<file path="config.mk">
export PLATFORM = sky130hd
export DESIGN_NAME = text_grid_renderer
export DESIGN_NICKNAME = d
export VERILOG_FILES = /design/src/rtl/text_pkg.sv /design/src/rtl/text_grid_renderer_pipe_delay.sv /design/src/rtl/text_grid_renderer.sv
export SDC_FILE = /design/constraint.sdc
export NUM_CORES = 1
export LEC_CHECK = 0
export BUFFER_PORTS_ARGS = -buffer_cell sky130_fd_sc_hd__buf_2
export CAP_MARGIN = 20
export CORE_ASPECT_RATIO = 1.25
export CORE_MARGIN = 5
export CORE_UTILIZATION = 43
export DETAILED_ROUTE_END_ITERATION = 8
export PLACE_DENSITY = 0.68
export SYNTH_ARGS = -nofsm -noshare
export SYNTH_HDL_FRONTEND = slang
export SYNTH_SLANG_ARGS = --single-unit
</file>
<file path="constraint.sdc">
create_clock -name pixel_clk_in -period 4.4 [get_ports pixel_clk_in]
set_clock_uncertainty 0.05 [all_clocks]
set_input_delay 0.88 -clock pixel_clk_in [delete_from_list [all_inputs] [get_ports pixel_clk_in]]
set_output_delay 0.88 -clock pixel_clk_in [all_outputs]
set_load 0.01 [all_outputs]
</file>
<file path="src/rtl/text_pkg.sv">
// Shared constants and types for the character-cell text renderer.
package text_pkg;

  localparam int CELL_SIZE             = 16;
  localparam int GLYPH_SIZE            = 8;
  localparam int SCALE                 = 2;
  localparam int CELL_SHIFT            = $clog2(CELL_SIZE);
  localparam int DEFAULT_SCREEN_WIDTH  = 76;
  localparam int DEFAULT_SCREEN_HEIGHT = 44;

  typedef logic [23:0] rgb_t;

endpackage

</file>
<file path="src/rtl/text_grid_renderer_pipe_delay.sv">
// pipe_delay: fixed-depth shift register that keeps side-band data aligned with the render pipeline.
module pipe_delay #(
  parameter int DEPTH = 1,
  parameter int WIDTH = 1
) (
  input  logic             pixel_clk_in,
  input  logic             rst_in,
  input  logic [WIDTH-1:0] data_in,
  output logic [WIDTH-1:0] data_out
);

  logic [WIDTH-1:0] stage_r [DEPTH];

  // Shift chain, cleared asynchronously.
  always_ff @(posedge pixel_clk_in or posedge rst_in) begin
    if (rst_in) begin
      for (int i = 0; i < DEPTH; i++) stage_r[i] <= '0;
    end else begin
      stage_r[0] <= data_in;
      for (int i = 1; i < DEPTH; i++) stage_r[i] <= stage_r[i-1];
    end
  end

  assign data_out = stage_r[DEPTH-1];

endmodule

</file>
<file path="src/rtl/text_grid_renderer.sv">
// text_grid_renderer: 7-cycle pipeline turning pixel coordinates into RGB via text-grid RAM and font ROM.
// Define CURSOR_BLINK_EN to build the blinking inverted-cell cursor.
module text_grid_renderer
  import text_pkg::*;
#(
  parameter int   SCREEN_WIDTH  = DEFAULT_SCREEN_WIDTH,
  parameter int   SCREEN_HEIGHT = DEFAULT_SCREEN_HEIGHT,
  parameter int   X_OFFSET      = 32,
  parameter int   Y_OFFSET      = 8,
  parameter rgb_t FG_COLOR      = 24'hFFFFFF,
  parameter rgb_t BG_COLOR      = 24'h000000,
  parameter int   BLINK_FRAMES  = 30
) (
  input  logic                                         pixel_clk_in,
  input  logic                                         rst_in,
  input  logic [10:0]                                  hcount_in,
  input  logic [9:0]                                   vcount_in,
  input  logic                                         active_draw_in,
  input  logic                                         hsync_in,
  input  logic                                         vsync_in,
  output logic [$clog2(SCREEN_WIDTH*SCREEN_HEIGHT)-1:0] tg_addr_out,
  input  logic [7:0]                                   tg_data_in,
  output logic [10:0]                                  font_addr_out,
  input  logic [7:0]                                   font_data_in,
  input  logic [$clog2(SCREEN_WIDTH)-1:0]              cursor_x_in,
  input  logic [$clog2(SCREEN_HEIGHT)-1:0]             cursor_y_in,
  output rgb_t                                         pixel_out,
  output logic                                         hsync_out,
  output logic                                         vsync_out,
  output logic                                         active_draw_out
);

  localparam int ADDR_W = $clog2(SCREEN_WIDTH*SCREEN_HEIGHT);
  localparam int CTRL_W = 8;

  int                x_rel_s, y_rel_s, col_s, row_s;
  logic              in_region_s, cursor_hit_s;
  logic [2:0]        x_sub_s, y_sub_s, y_sub_d3_s, x_sub_d6_s;
  logic [ADDR_W-1:0] tg_addr_s;
  logic [CTRL_W-1:0] ctrl_d6_s;
  logic              hsync_d6_s, vsync_d6_s, active_d6_s, in_region_d6_s, cursor_hit_d6_s;
  logic              blank_d3_s, glyph_bit_s, fg_sel_s;
  rgb_t              pixel_next_s;

`ifdef CURSOR_BLINK_EN
  localparam int BLINK_W = $clog2(BLINK_FRAMES + 1);
  logic [BLINK_W-1:0] blink_cnt_r;
  logic               vsync_prev_r, phase_visible_r;

  // Frame counter on vsync rising edges; flips cursor phase every BLINK_FRAMES frames.
  always_ff @(posedge pixel_clk_in or posedge rst_in) begin
    if (rst_in) begin
      blink_cnt_r     <= '0;
      vsync_prev_r    <= 1'b0;
      phase_visible_r <= 1'b1;
    end else begin
      vsync_prev_r <= vsync_in;
      if (vsync_in && !vsync_prev_r) begin
        if (blink_cnt_r == BLINK_W'(BLINK_FRAMES - 1)) begin
          blink_cnt_r     <= '0;
          phase_visible_r <= ~phase_visible_r;
        end else begin
          blink_cnt_r <= blink_cnt_r + BLINK_W'(1);
        end
      end
    end
  end
`else
  logic unused_cursor_s;
  assign unused_cursor_s = ^{cursor_x_in, cursor_y_in, BLINK_FRAMES[0]};
`endif

  // Cell coordinates, region test and grid address for the incoming pixel.
  always_comb begin
    x_rel_s     = int'(hcount_in) - X_OFFSET;
    y_rel_s     = int'(vcount_in) - Y_OFFSET;
    col_s       = x_rel_s >>> CELL_SHIFT;
    row_s       = y_rel_s >>> CELL_SHIFT;
    x_sub_s     = x_rel_s[3:1];
    y_sub_s     = y_rel_s[3:1];
    in_region_s = (x_rel_s >= 0) && (x_rel_s < CELL_SIZE * SCREEN_WIDTH) &&
                  (y_rel_s >= 0) && (y_rel_s < CELL_SIZE * SCREEN_HEIGHT);
    if (in_region_s) begin
      tg_addr_s = ADDR_W'(row_s * SCREEN_WIDTH + col_s);
    end else begin
      tg_addr_s = '0;
    end
`ifdef CURSOR_BLINK_EN
    cursor_hit_s = in_region_s && phase_visible_r &&
                   (col_s == int'(cursor_x_in)) && (row_s == int'(cursor_y_in));
`else
    cursor_hit_s = 1'b0;
`endif
  end

  pipe_delay #(.DEPTH(6), .WIDTH(CTRL_W)) u_ctrl_dly (
    .pixel_clk_in (pixel_clk_in),
    .rst_in       (rst_in),
    .data_in      ({hsync_in, vsync_in, active_draw_in, in_region_s, cursor_hit_s, x_sub_s}),
    .data_out     (ctrl_d6_s)
  );

  pipe_delay #(.DEPTH(3), .WIDTH(3)) u_yrow_dly (
    .pixel_clk_in (pixel_clk_in),
    .rst_in       (rst_in),
    .data_in      (y_sub_s),
    .data_out     (y_sub_d3_s)
  );

  // Code 0 must render blank, so its flag follows the font lookup to the output stage.
  pipe_delay #(.DEPTH(3), .WIDTH(1)) u_blank_dly (
    .pixel_clk_in (pixel_clk_in),
    .rst_in       (rst_in),
    .data_in      (tg_data_in == 8'h00),
    .data_out     (blank_d3_s)
  );

  assign {hsync_d6_s, vsync_d6_s, active_d6_s, in_region_d6_s, cursor_hit_d6_s, x_sub_d6_s} = ctrl_d6_s;

  // Glyph bit selection and colour choice for the output stage.
  always_comb begin
    glyph_bit_s = font_data_in[3'd7 - x_sub_d6_s];
    fg_sel_s    = (glyph_bit_s & ~blank_d3_s) ^ cursor_hit_d6_s;
    if (!active_d6_s) begin
      pixel_next_s = 24'h000000;
    end else if (!in_region_d6_s) begin
      pixel_next_s = BG_COLOR;
    end else if (fg_sel_s) begin
      pixel_next_s = FG_COLOR;
    end else begin
      pixel_next_s = BG_COLOR;
    end
  end

  // Memory address stages (cycles 1 and 4) and the registered output stage (cycle 7).
  always_ff @(posedge pixel_clk_in or posedge rst_in) begin
    if (rst_in) begin
      tg_addr_out     <= '0;
      font_addr_out   <= 11'd0;
      pixel_out       <= 24'h000000;
      hsync_out       <= 1'b0;
      vsync_out       <= 1'b0;
      active_draw_out <= 1'b0;
    end else begin
      tg_addr_out     <= tg_addr_s;
      font_addr_out   <= {tg_data_in, y_sub_d3_s};
      pixel_out       <= pixel_next_s;
      hsync_out       <= hsync_d6_s;
      vsync_out       <= vsync_d6_s;
      active_draw_out <= active_d6_s;
    end
  end

endmodule

</file>
==> results.py, run 1 <==
metrics = {
    "timing": {
        "fin_setup_tns_ps": -232.5,
        "final-setup-viol-count": 2,
        "min_period_over_period": 1.032,
        "rel_slew_slack": 0.4794,
        "timing.final.crit_period_ps": 4539,
        "timing.final.hold_violations": 0,
        "clock.fmax_ghz": 0.2203,
        "post-route-worst-setup-slack_ps": -139.3,
        "worst_slew_pin_tran_ps": 780.0,
        "timing_max_transition_violations_final": 0,
        "setup_repair_after_global_routing_missed_its_margin": "yes",
    },
    "routing": {
        "totalWireLength_microns": 6222,
        "detailroute.via_count": 2287,
        "vias_per_cell": 4.706,
        "count_of_tritonroute_iterations_in_the_first_routing_pass": 4,
        "initialDrtViolationCount": 68,
        "drtAntennaViolNets": 0,
        "route.detailed.drc": 0,
        "detail_route.wl_per_cell_microns": 12.80,
    },
    "logic_synthesis": {
        "postSynthNetCount": 368,
        "yosysWarnings": 0,
        "netlist-cell-type-count": 43,
        "yosys_register_bits": 81,
        "syn_inst": 276,
        "fraction_of_the_yosys_area_taken_by_sequential_cells": 0.5664,
        "mappedNetlistArea_sq_um": 3578,
        "postSynthAreaPerCell_sq_um": 12.97,
    },
    "die": {
        "rows": 37,
        "floorplan.initialDensity": 0.4367,
        "die_h_microns": 112.0,
        "floorplan.io_pins": 105,
        "design.die.area_sq_um": 10260,
        "fp.coreArea_sq_um": 8194,
        "die_w_microns": 91.60,
    },
    "cells_and_area": {
        "nNetsFinal": 477,
        "num_antenna_cells": 0,
        "fin_util": 0.5674,
        "finalInstanceArea_sq_um": 4649,
        "most-common-layout-cells": "sky130_fd_sc_hd__buf_2, sky130_fd_sc_hd__dfrtp_1, sky130_fd_sc_hd__buf_4, sky130_fd_sc_hd__ha_1, sky130_fd_sc_hd__inv_1",
        "layout_commonest_cell": "sky130_fd_sc_hd__buf_2",
        "synthToLayoutAreaGrowth_pct": 29.93,
        "layout-drive-gt1-share": 0.4653,
    },
    "power": {
        "power.combinational.fraction": 0.328,
        "power.share.switching": 0.2817,
        "power_density_nw_per_um2": 452.7,
        "leakagePower_uw": 0.002365,
        "power_frac_clock": 0.279,
        "cellInternalPower_uw": 1512,
        "worst_voltage_drop_across_the_vdd_grid_mv": 0.1866,
        "relative_contribution_of_sequential_cells_to_total_power": 0.392,
        "total_switching_power_uw": 592.8,
    },
    "setup_path": {
        "slowest_stage": "sky130_fd_sc_hd__fa_1",
        "worst-endpoint-arrival_ps": 4750,
        "critical_path.endpoint_type": "flop",
        "ff2ff_path_depth": 3,
        "cp_data_required_time_ps": 4610,
        "crit-reg2reg-capture": "pixel_out[22]",
        "ff2ff_setup_slack_ps": 3090,
        "crit_fanout": 4,
        "crit-reg2reg-launch": "u_ctrl_dly.data_out[0]",
        "slowest_delay_ps": 490,
        "crit_chain": "buf_6 > or3_4 > or3b_4 > xnor2_4 > ha_4 > inv_2 > ha_4 > inv_2 > fa_1 > inv_2 > ha_4 > buf_4 > xnor2_1 > ha_1 > o21a_1 > o21ai_0 > nand2b_1 > and3_4 > nor3_2",
        "worst_setup_path_type": "in -> reg",
        "crit_path_start_kind": "primary input",
    },
    "placed_design": {
        "i_o_buffers": 89,
        "finalWeightedCongestion": 0.7670,
        "hpwlAfterDp_microns": 4758,
        "post_dp_cell_area_sq_um": 4217,
    },
    "cts": {
        "tritoncts.num_buffers": 9,
        "path_clk_slew_ps": 80,
        "clock_tree_from_tritoncts": "yes",
        "clock_sinks": 81,
        "clock_path_buffers": 2,
        "cts-root-buf": "sky130_fd_sc_hd__clkbuf_8",
        "cts_htree_levels": 3,
        "cts-hold-fix-buffers": 0,
        "clk_latency_ps": 340,
    },
    "min_path": {
        "cell_depth_of_the_worst_hold_path": 0,
        "hp-class": "reg -> reg",
        "hold_path_startpoint": "u_yrow_dly.stage_r[4]",
        "hold_path_endpoint": "u_yrow_dly.data_out[1]",
    },
    "status": {
        "failing_checks": "negative setup slack",
        "outcome": "finished, violations left",
    },
    "global_routing": {
        "pin_count_of_the_biggest_net_entering_global_routing": 49,
        "antenna_found_initial": 0,
        "global_route.usage.total": 0.1279,
        "grt.overflow.total": 0,
        "grt_pass1_vias": 2298,
        "grt_first_pass_wirelength_microns": 10360,
    },
    "job": {
        "max_capacitance_violation_count": 0,
    },
}
-- flip-flops by register name (all words and copies together) (netlist names), 2 cells and up --
| register | flops |
|---|---|
| font_addr_out | 11 |
| u_ctrl_dly.stage_r | 35 |
| u_yrow_dly.stage_r | 6 |
| tg_addr_out | 12 |
| u_ctrl_dly.data_out | 7 |
| u_blank_dly.stage_r | 2 |
| u_yrow_dly.data_out | 3 |
-- metrics by stage --
stage,power [uW],instances,hold slack (ps),setup slack [ps]
floorplan,1257,276,281.2,-256.7
global placement,1446,465,281.7,-485.4
detailed placement,1461,465,284.7,-534.7
CTS,2094,485,293.7,-102.3
global route,2246,486,298.9,-269.0
finish,2105,486,290.6,-139.3
-- final cells by class --
class | count | area [sq um]
tap | 97 | 121.4
sequential | 81 | 2027
timing repair buffer | 123 | 713.2
clock buffer | 11 | 151.4
fill | 657 | 3545
inverter | 27 | 102.6
clock inverter | 4 | 73.82
multi-input combinational | 143 | 1460
-- critical path, delay by kind of cell --
family                     cells  cell delay, ps
and+or+nand+nor                5            1270
xor gates and xnor gates       2             310
AOI/OAI and AO/OA              2             350
buffers and inverters          5             350
adders and majority gates      5            1590
-- power by group through the flow --
| stage | logic, uW | registers [uW] | clock network (uW) |
|---|---|---|---|
| after floorplan | 396 | 861 | 0 |
| after global placement | 608 | 839 | 0 |
| after detailed placement | 620 | 841 | 0 |
| final | 691 | 825 | 588 |
| after global routing | 770 | 833 | 643 |
| after CTS | 658 | 827 | 609 |
-- Yosys cell counts, drive strengths merged --
master / instances / share of area
a211oi: 3 / 0.0063
a21boi: 1 / 0.0021
a21o: 3 / 0.0063
a21oi: 9 / 0.014
a31o: 1 / 0.0024
and2: 1 / 0.0017
and3: 1 / 0.0031
buf: 25 / 0.053
dfrtp: 81 / 0.57
fa: 5 / 0.028
ha: 32 / 0.11
inv: 27 / 0.028
mux2i: 2 / 0.0056
mux4: 2 / 0.013
nand2: 4 / 0.0042
nand2b: 2 / 0.0042
nand3: 1 / 0.0028
nor2: 20 / 0.021
nor2b: 2 / 0.0035
nor3: 10 / 0.019
nor3b: 1 / 0.0021
nor4: 1 / 0.0059
o211ai: 1 / 0.0021
o21a: 3 / 0.0063
o21ai: 6 / 0.0084
o21ba: 1 / 0.0028
o21bai: 2 / 0.0042
o31ai: 1 / 0.0021
or3: 2 / 0.0049
or3b: 1 / 0.0024
or4: 3 / 0.0073
xnor2: 14 / 0.034
xor2: 8 / 0.022
-- how the worst max path moves through the flow --
stage / start / to / slack [ps] / cells after the start
finish: vcount_in[6] / tg_addr_out[10] / -140 / 19
global route: vcount_in[6] / tg_addr_out[10] / -270 / 19
CTS: vcount_in[6] / tg_addr_out[11] / -100 / 21
detailed placement: vcount_in[5] / tg_addr_out[11] / -530 / 17
global placement: vcount_in[5] / tg_addr_out[11] / -490 / 17
floorplan: vcount_in[5] / tg_addr_out[10] / -260 / 17
-- routing by layer --
layer  routed length, microns  vias up  global-route usage
met5                        0        -                   0
met4                      165        0             0.06740
met3                      540       18             0.04122
met2                     3315       87              0.2316
met1                     2201     1081              0.1286
li1                         -     1101                   -
-- cell families (layout without fill, tap and decap cells) --
group,after synthesis,in the layout,share of synthesized area
flip-flops,81,81,0.5664
multiplexers,4,4,0.01818
AND/OR/NAND/NOR,49,49,0.08182
buffers and inverters,52,165,0.08112
XOR/XNOR,22,22,0.05595
AO/OA/AOI/OAI,31,31,0.05664
adder cells (fa/ha/maj),37,37,0.1399
-- repair_timing --
action,in CTS,in global routing
gates resized for setup,14,10
hold endpoints to repair,0,0
pin swaps,22,16
buffers inserted,5,2
endpoints found under the setup margin,2,4
Power figures use the tool's default switching activity.
==> run 2: changes to the inputs <==
--- a/config.mk
+++ b/config.mk
@@ -11,7 +11,7 @@
 export CORE_MARGIN = 5
 export CORE_UTILIZATION = 43
 export DETAILED_ROUTE_END_ITERATION = 8
-export PLACE_DENSITY = 0.68
+export PLACE_DENSITY = 0.66
 export SYNTH_ARGS = -nofsm -noshare
 export SYNTH_HDL_FRONTEND = slang
 export SYNTH_SLANG_ARGS = --single-unit
==> run 2 against run 1 <==
Compared with the run above: the flow still finishes with violations (negative setup slack); count of clock-buffer cells in the layout fell by 1; critical path depth down 1; critical endpoint is now tg_addr_out[11]; via count down 0.74%; flip-flop and latch count is the same.
==> results.py, run 2 (synthesis gave the netlist of run 1 again) <==
metrics = {
    "cells_and_area": {
        "fin_util": 0.5648,
        "layout_commonest_cell": "sky130_fd_sc_hd__buf_2",
        "nFillCells": 669,
        "num_antenna_cells": 0,
        "synthToLayoutAreaGrowth_pct": 29.34,
        "layout.area.seq_sq_um": 2027,
        "fin_cells": 489,
        "max_flop_register": "u_ctrl_dly.stage_r",
        "largest_registers": "u_ctrl_dly.stage_r (35), tg_addr_out (12), font_addr_out (11)",
        "largest_register_ff_count": 35,
        "most-common-layout-cells": "sky130_fd_sc_hd__buf_2, sky130_fd_sc_hd__dfrtp_1, sky130_fd_sc_hd__buf_4, sky130_fd_sc_hd__ha_1, sky130_fd_sc_hd__inv_1",
        "nNetsFinal": 479,
        "layout-drive-gt1-share": 0.4617,
        "area_occupied_by_multi_input_gates_sq_um": 1443,
    },
    "cts": {
        "clock_path_buffers": 2,
        "clock_tree_from_tritoncts": "yes",
        "cts_htree_levels": 3,
        "cts-root-buf": "sky130_fd_sc_hd__clkbuf_8",
        "path_clk_slew_ps": 80,
        "cts-hold-fix-buffers": 0,
        "clock_sinks": 81,
        "tritoncts.num_buffers": 9,
        "clk_latency_ps": 340,
    },
    "setup_path": {
        "cp_data_required_time_ps": 4570,
        "critical_path.endpoint_type": "flop",
        "slowest_delay_ps": 440,
        "slowest_stage": "sky130_fd_sc_hd__fa_1",
        "crit_fanout": 3,
        "crit_path_start_kind": "primary input",
        "crit_path_frequent_cell": "sky130_fd_sc_hd__ha_4",
        "crit_chain": "buf_6 > or3_4 > or3b_4 > xnor2_4 > ha_4 > ha_4 > fa_1 > ha_4 > a21oi_4 > o21bai_1 > a21oi_1 > xnor2_1 > ha_1 > a21oi_2 > o21ai_1 > o21ba_4 > xnor2_2 > nor2_1",
        "worst_setup_path_type": "in -> reg",
        "worst-endpoint-arrival_ps": 4690,
    },
    "placed_design": {
        "place_inst": 465,
        "hpwlAfterDp_microns": 4812,
        "finalWeightedCongestion": 0.7633,
        "i_o_buffers": 89,
    },
    "global_routing": {
        "grt_first_pass_wirelength_microns": 10410,
        "pin_count_of_the_biggest_net_entering_global_routing": 54,
        "global_route.usage.total": 0.1288,
        "grt_pass1_vias": 2281,
        "antenna_found_initial": 0,
        "grt.overflow.total": 0,
    },
    "routing": {
        "detail_route.wl_per_cell_microns": 12.66,
        "vias_per_cell": 4.642,
        "detailroute.via_count": 2270,
        "totalWireLength_microns": 6190,
        "route.detailed.drc": 0,
        "drtAntennaViolNets": 0,
        "initialDrtViolationCount": 65,
        "count_of_tritonroute_iterations_in_the_first_routing_pass": 3,
    },
    "timing": {
        "timing.final.hold_violations": 0,
        "timing.final.crit_period_ps": 4512,
        "worst_slew_pin_tran_ps": 829.5,
        "min_period_over_period": 1.025,
        "fin_setup_tns_ps": -154.0,
        "clock.fmax_ghz": 0.2216,
        "rel_slew_slack": 0.4463,
        "final-setup-viol-count": 2,
        "post-route-worst-setup-slack_ps": -111.8,
        "setup_repair_after_global_routing_missed_its_margin": "yes",
        "timing_max_transition_violations_final": 0,
    },
    "die": {
        "floorplan.initialDensity": 0.4367,
        "design.die.area_sq_um": 10260,
        "die_w_microns": 91.60,
        "fp.coreArea_sq_um": 8194,
        "die_h_microns": 112.0,
        "floorplan.io_pins": 105,
        "rows": 37,
    },
    "status": {
        "failing_checks": "negative setup slack",
        "outcome": "finished, violations left",
    },
    "min_path": {
        "hp-class": "reg -> reg",
    },
    "power": {
        "leakagePower_uw": 0.002359,
        "worst_voltage_drop_across_the_vdd_grid_mv": 0.1444,
        "power_density_nw_per_um2": 439.4,
    },
    "job": {
        "max_capacitance_violation_count": 0,
    },
}
==> run 2: cell count changes in the layout (fill, tap and decap cells not counted), moves of 2 or more <==
cell and delta:
sky130_fd_sc_hd__inv_2 -2, sky130_fd_sc_hd__ha_4 -2, sky130_fd_sc_hd__buf_4 +2, sky130_fd_sc_hd__a21oi_2 -2, sky130_fd_sc_hd__clkinvlp_4 +2
==> run 2: cell type report <==
| cell class | count | share of cell area |
|---|---|---|
| multi-input combinational | 143 | 0.3117 |
| timing repair buffer | 125 | 0.1573 |
| clock inverter | 6 | 0.01433 |
| inverter | 27 | 0.02271 |
| clock buffer | 10 | 0.02974 |
| sequential | 81 | 0.4380 |
| tap | 97 | 0.02622 |
==> run 2: what timing repair did <==
item,CTS,global route
endpoints found under the setup margin,2,3
setup buffers,8,0
gates resized for setup,13,10
pin swaps,20,16
==> run 2: metrics by stage <==
stage	hold WS (ps)	worst slack, ps	power, uW	area [sq um]
global placement	281.7	-488.8	1447	4217
floorplan	281.2	-256.7	1257	3627
global route	309.1	-189.7	2173	4628
finish	300.0	-111.8	2034	4628
CTS	303.2	-125.7	2038	4571
detailed placement	284.7	-536.9	1461	4217
==> run 2: path summary, 6_finish.rpt <==
path | start | end | slack [ps] | depth (start not counted)
worst max-delay path | vcount_in[6] | tg_addr_out[11] | -110 | 18
min in group asynchronous | rst_in | u_ctrl_dly.stage_r[44] | 620 | 2
worst min-delay path | u_blank_dly.stage_r[1] | u_blank_dly.data_out | 300 | 0
max in group asynchronous | rst_in | tg_addr_out[5] | 2830 | 3
worst max register to register | u_ctrl_dly.data_out[0] | pixel_out[22] | 3080 | 3
worst min register to register | u_blank_dly.stage_r[1] | u_blank_dly.data_out | 300 | 0
==> run 2: worst max-delay path: cells and delay by family <==
| family | cells | cell delay, ps |
|---|---|---|
| buf+inv | 1 | 90 |
| compound gates | 6 | 750 |
| fa+ha+maj | 5 | 1610 |
| simple gates | 3 | 850 |
| xor+xnor | 3 | 510 |
==> run 2: routing by layer <==
layer | up-vias | GRT usage | wire length [microns]
met2 | 77 | 0.2438 | 3422
met3 | 9 | 0.04189 | 477
met1 | 1075 | 0.1296 | 2207
met5 | - | 0 | 0
met4 | 0 | 0.04527 | 82
li1 | 1109 | - | -
==> run 2: power breakdown <==
part / leakage, uW / internal [uW] / switching, uW
Sequential: 0.000973 / 808 / 21.2
Combinational: 0.00129 / 353 / 322
Clock: 0.000100 / 279 / 251
Total: 0.00236 / 1440 / 594
==> run 3: changes to the inputs <==
--- a/config.mk
+++ b/config.mk
@@ -11,7 +11,7 @@
 export CORE_MARGIN = 5
 export CORE_UTILIZATION = 43
 export DETAILED_ROUTE_END_ITERATION = 8
-export PLACE_DENSITY = 0.66
+export PLACE_DENSITY = 0.72
 export SYNTH_ARGS = -nofsm -noshare
 export SYNTH_HDL_FRONTEND = slang
 export SYNTH_SLANG_ARGS = --single-unit
==> constraint.sdc (replaced) <==
create_clock -name pixel_clk_in -period 3.8 [get_ports pixel_clk_in]
set_clock_uncertainty 0.05 [all_clocks]
set_input_delay 0.76 -clock pixel_clk_in [delete_from_list [all_inputs] [get_ports pixel_clk_in]]
set_output_delay 0.76 -clock pixel_clk_in [all_outputs]
set_load 0.01 [all_outputs]
==> run 3 against run 2 <==
Compared with the run above: the flow still finishes with violations (negative setup slack); sequential power rose by 16%; die area is the same; wire length increased by 3.6%; cell count increased by 1.2%; first-iteration DRC count rose by 25%; sequential share of layout area shrank 0.39 points; flip-flop and latch count unchanged; critical path type unchanged; critical endpoint unchanged.
==> results.py, run 3 (synthesis gave the netlist of run 1 again) <==
metrics = {
    "cells_and_area": {
        "num_antenna_cells": 0,
        "largest_register_ff_count": 35,
        "max_flop_register": "u_ctrl_dly.stage_r",
        "nFillCells": 680,
        "nNetsFinal": 485,
        "synthToLayoutAreaGrowth_pct": 30.49,
        "most-common-layout-cells": "sky130_fd_sc_hd__buf_2, sky130_fd_sc_hd__dfrtp_1, sky130_fd_sc_hd__buf_4, sky130_fd_sc_hd__ha_1, sky130_fd_sc_hd__inv_1",
        "layout.area.seq_sq_um": 2027,
        "layout-drive-gt1-share": 0.4724,
        "area_occupied_by_multi_input_gates_sq_um": 1450,
        "largest_registers": "u_ctrl_dly.stage_r (35), tg_addr_out (12), font_addr_out (11)",
        "fin_cells": 495,
        "layout_commonest_cell": "sky130_fd_sc_hd__buf_2",
    },
    "die": {
        "die_w_microns": 91.60,
        "design.die.area_sq_um": 10260,
        "floorplan.io_pins": 105,
        "rows": 37,
        "fp.coreArea_sq_um": 8194,
        "floorplan.initialDensity": 0.4367,
        "die_h_microns": 112.0,
    },
    "power": {
        "p_total_uw": 2353,
        "power_density_nw_per_um2": 504.0,
        "leakagePower_uw": 0.002387,
        "worst_voltage_drop_across_the_vdd_grid_mv": 0.1978,
    },
    "timing": {
        "fin_setup_tns_ps": -2109,
        "min_period_over_period": 1.164,
        "timing.final.hold_violations": 0,
        "finalHoldWorstSlack_ps": 297.2,
        "timing_max_transition_violations_final": 0,
        "post-route-worst-setup-slack_ps": -622.7,
        "final-setup-viol-count": 5,
        "rel_slew_slack": 0.6777,
        "worst_slew_pin_tran_ps": 479.9,
        "clock.fmax_ghz": 0.2261,
        "timing.final.crit_period_ps": 4423,
        "setup_repair_after_global_routing_missed_its_margin": "yes",
    },
    "placed_design": {
        "pre_cts_ws_ps": -1028,
        "finalWeightedCongestion": 0.7574,
        "hpwlAfterDp_microns": 5022,
        "i_o_buffers": 89,
        "place_inst": 471,
    },
    "cts": {
        "clock_tree_from_tritoncts": "yes",
        "cts-root-buf": "sky130_fd_sc_hd__clkbuf_8",
        "clk_latency_ps": 340,
        "clock_path_buffers": 2,
        "path_clk_slew_ps": 80,
        "cts-hold-fix-buffers": 0,
        "clock_sinks": 81,
        "tritoncts.num_buffers": 9,
        "cts_htree_levels": 3,
    },
    "min_path": {
        "hp-class": "reg -> reg",
        "hold_path_startpoint": "u_yrow_dly.stage_r[7]",
        "cell_depth_of_the_worst_hold_path": 0,
        "hold_path_endpoint": "u_yrow_dly.stage_r[4]",
    },
    "global_routing": {
        "antenna_found_initial": 0,
        "grt_pass1_vias": 2402,
        "global_route.usage.total": 0.1314,
        "grt.overflow.total": 0,
        "grt_first_pass_wirelength_microns": 10670,
        "pin_count_of_the_biggest_net_entering_global_routing": 30,
    },
    "routing": {
        "detail_route.wl_per_cell_microns": 12.95,
        "drtAntennaViolNets": 0,
        "vias_per_cell": 4.687,
        "route.detailed.drc": 0,
        "initialDrtViolationCount": 81,
        "totalWireLength_microns": 6411,
        "count_of_tritonroute_iterations_in_the_first_routing_pass": 4,
        "detailroute.via_count": 2320,
    },
    "setup_path": {
        "worst-endpoint-arrival_ps": 4590,
        "crit-reg2reg-launch": "u_ctrl_dly.data_out[0]",
        "crit_path_start_kind": "primary input",
        "crit_path_frequent_cell": "sky130_fd_sc_hd__inv_2",
        "slowest_stage": "sky130_fd_sc_hd__fa_1",
        "slowest_delay_ps": 480,
        "ff2ff_setup_slack_ps": 2510,
        "crit_fanout": 3,
        "crit_chain": "buf_6 > or3_4 > or3b_4 > xnor2_4 > ha_4 > inv_2 > ha_4 > inv_2 > fa_1 > inv_2 > ha_4 > inv_2 > o21bai_1 > a21oi_1 > xnor2_1 > ha_1 > a21oi_2 > o21ai_1 > o21ba_2 > xnor2_1 > nor2_1",
        "ff2ff_path_depth": 3,
        "critical_path.endpoint_type": "flop",
        "worst_setup_path_type": "in -> reg",
        "cp_data_required_time_ps": 3970,
        "crit-reg2reg-capture": "pixel_out[22]",
    },
    "status": {
        "failing_checks": "negative setup slack",
        "outcome": "finished, violations left",
    },
    "job": {
        "max_capacitance_violation_count": 0,
    },
}
run 3: cell types whose count changed in the layout (fill, tap and decap cells not counted), sizes merged:
cell      previous run  this run
clkinvlp             2         1
clkbuf              10        11
clkinv               3         4
buf                125       131
bufinv               1         0
run 3: final cells by class:
type,count,share of cell area
Clock buffer,11,0.03028
Clock inverter,5,0.008307
Inverter,27,0.02197
Multi-Input combinational cell,143,0.3106
Sequential cell,81,0.4341
Tap cell,97,0.02599
Timing Repair Buffer,131,0.1688
run 3: routing by layer:
layer | share of wire | vias to the layer above | global-route usage
li1 | - | 1121 | -
met5 | 0 | - | 0
met1 | 0.34 | 1105 | 0.1284
met2 | 0.56 | 80 | 0.2535
met3 | 0.074 | 14 | 0.03649
met4 | 0.022 | 0 | 0.05433
run 3: through the flow:
| stage | utilization | instance area [sq um] |
|---|---|---|
| after detailed placement | 0.5219 | 4277 |
| after floorplan | - | 3642 |
| after CTS | 0.5607 | 4594 |
| final | 0.5699 | 4669 |
| after global routing | 0.5699 | 4669 |
| after global placement | 0.5219 | 4277 |
run 3: critical path: cells and delay by family:
kind	cells	cell delay, ps
AO/OA/AOI/OAI	5	670
adder cells (fa/ha/maj)	5	1640
AND/OR/NAND/NOR	3	830
XOR/XNOR	3	430
buffers and inverters	5	240
run 3: worst max path at each step:
| stage | from | endpoint | slack [ps] | cells past startpoint |
|---|---|---|---|---|
| final | vcount_in[6] | tg_addr_out[11] | -620 | 21 |
| after global routing | vcount_in[6] | tg_addr_out[11] | -720 | 21 |
| after CTS | vcount_in[6] | tg_addr_out[11] | -610 | 21 |
| after detailed placement | vcount_in[5] | tg_addr_out[10] | -1030 | 15 |
| after global placement | vcount_in[5] | tg_addr_out[11] | -930 | 18 |
| after floorplan | vcount_in[5] | tg_addr_out[10] | -740 | 17 |
run 3: where the power goes:
group | switching (uW) | internal (uW) | total, uW | leakage [uW]
registers | 23.6 | 936 | 959 | 0.000973
logic | 402 | 450 | 853 | 0.00132
clock network | 283 | 258 | 541 | 0.0000899
total | 709 | 1640 | 2350 | 0.00239
run 3: repair_timing:
| action | in CTS | in global routing |
|---|---|---|
| setup buffers | 5 | 3 |
| pin swaps | 20 | 23 |
| endpoints found under the setup margin | 5 | 6 |
| gates resized for setup | 17 | 9 |
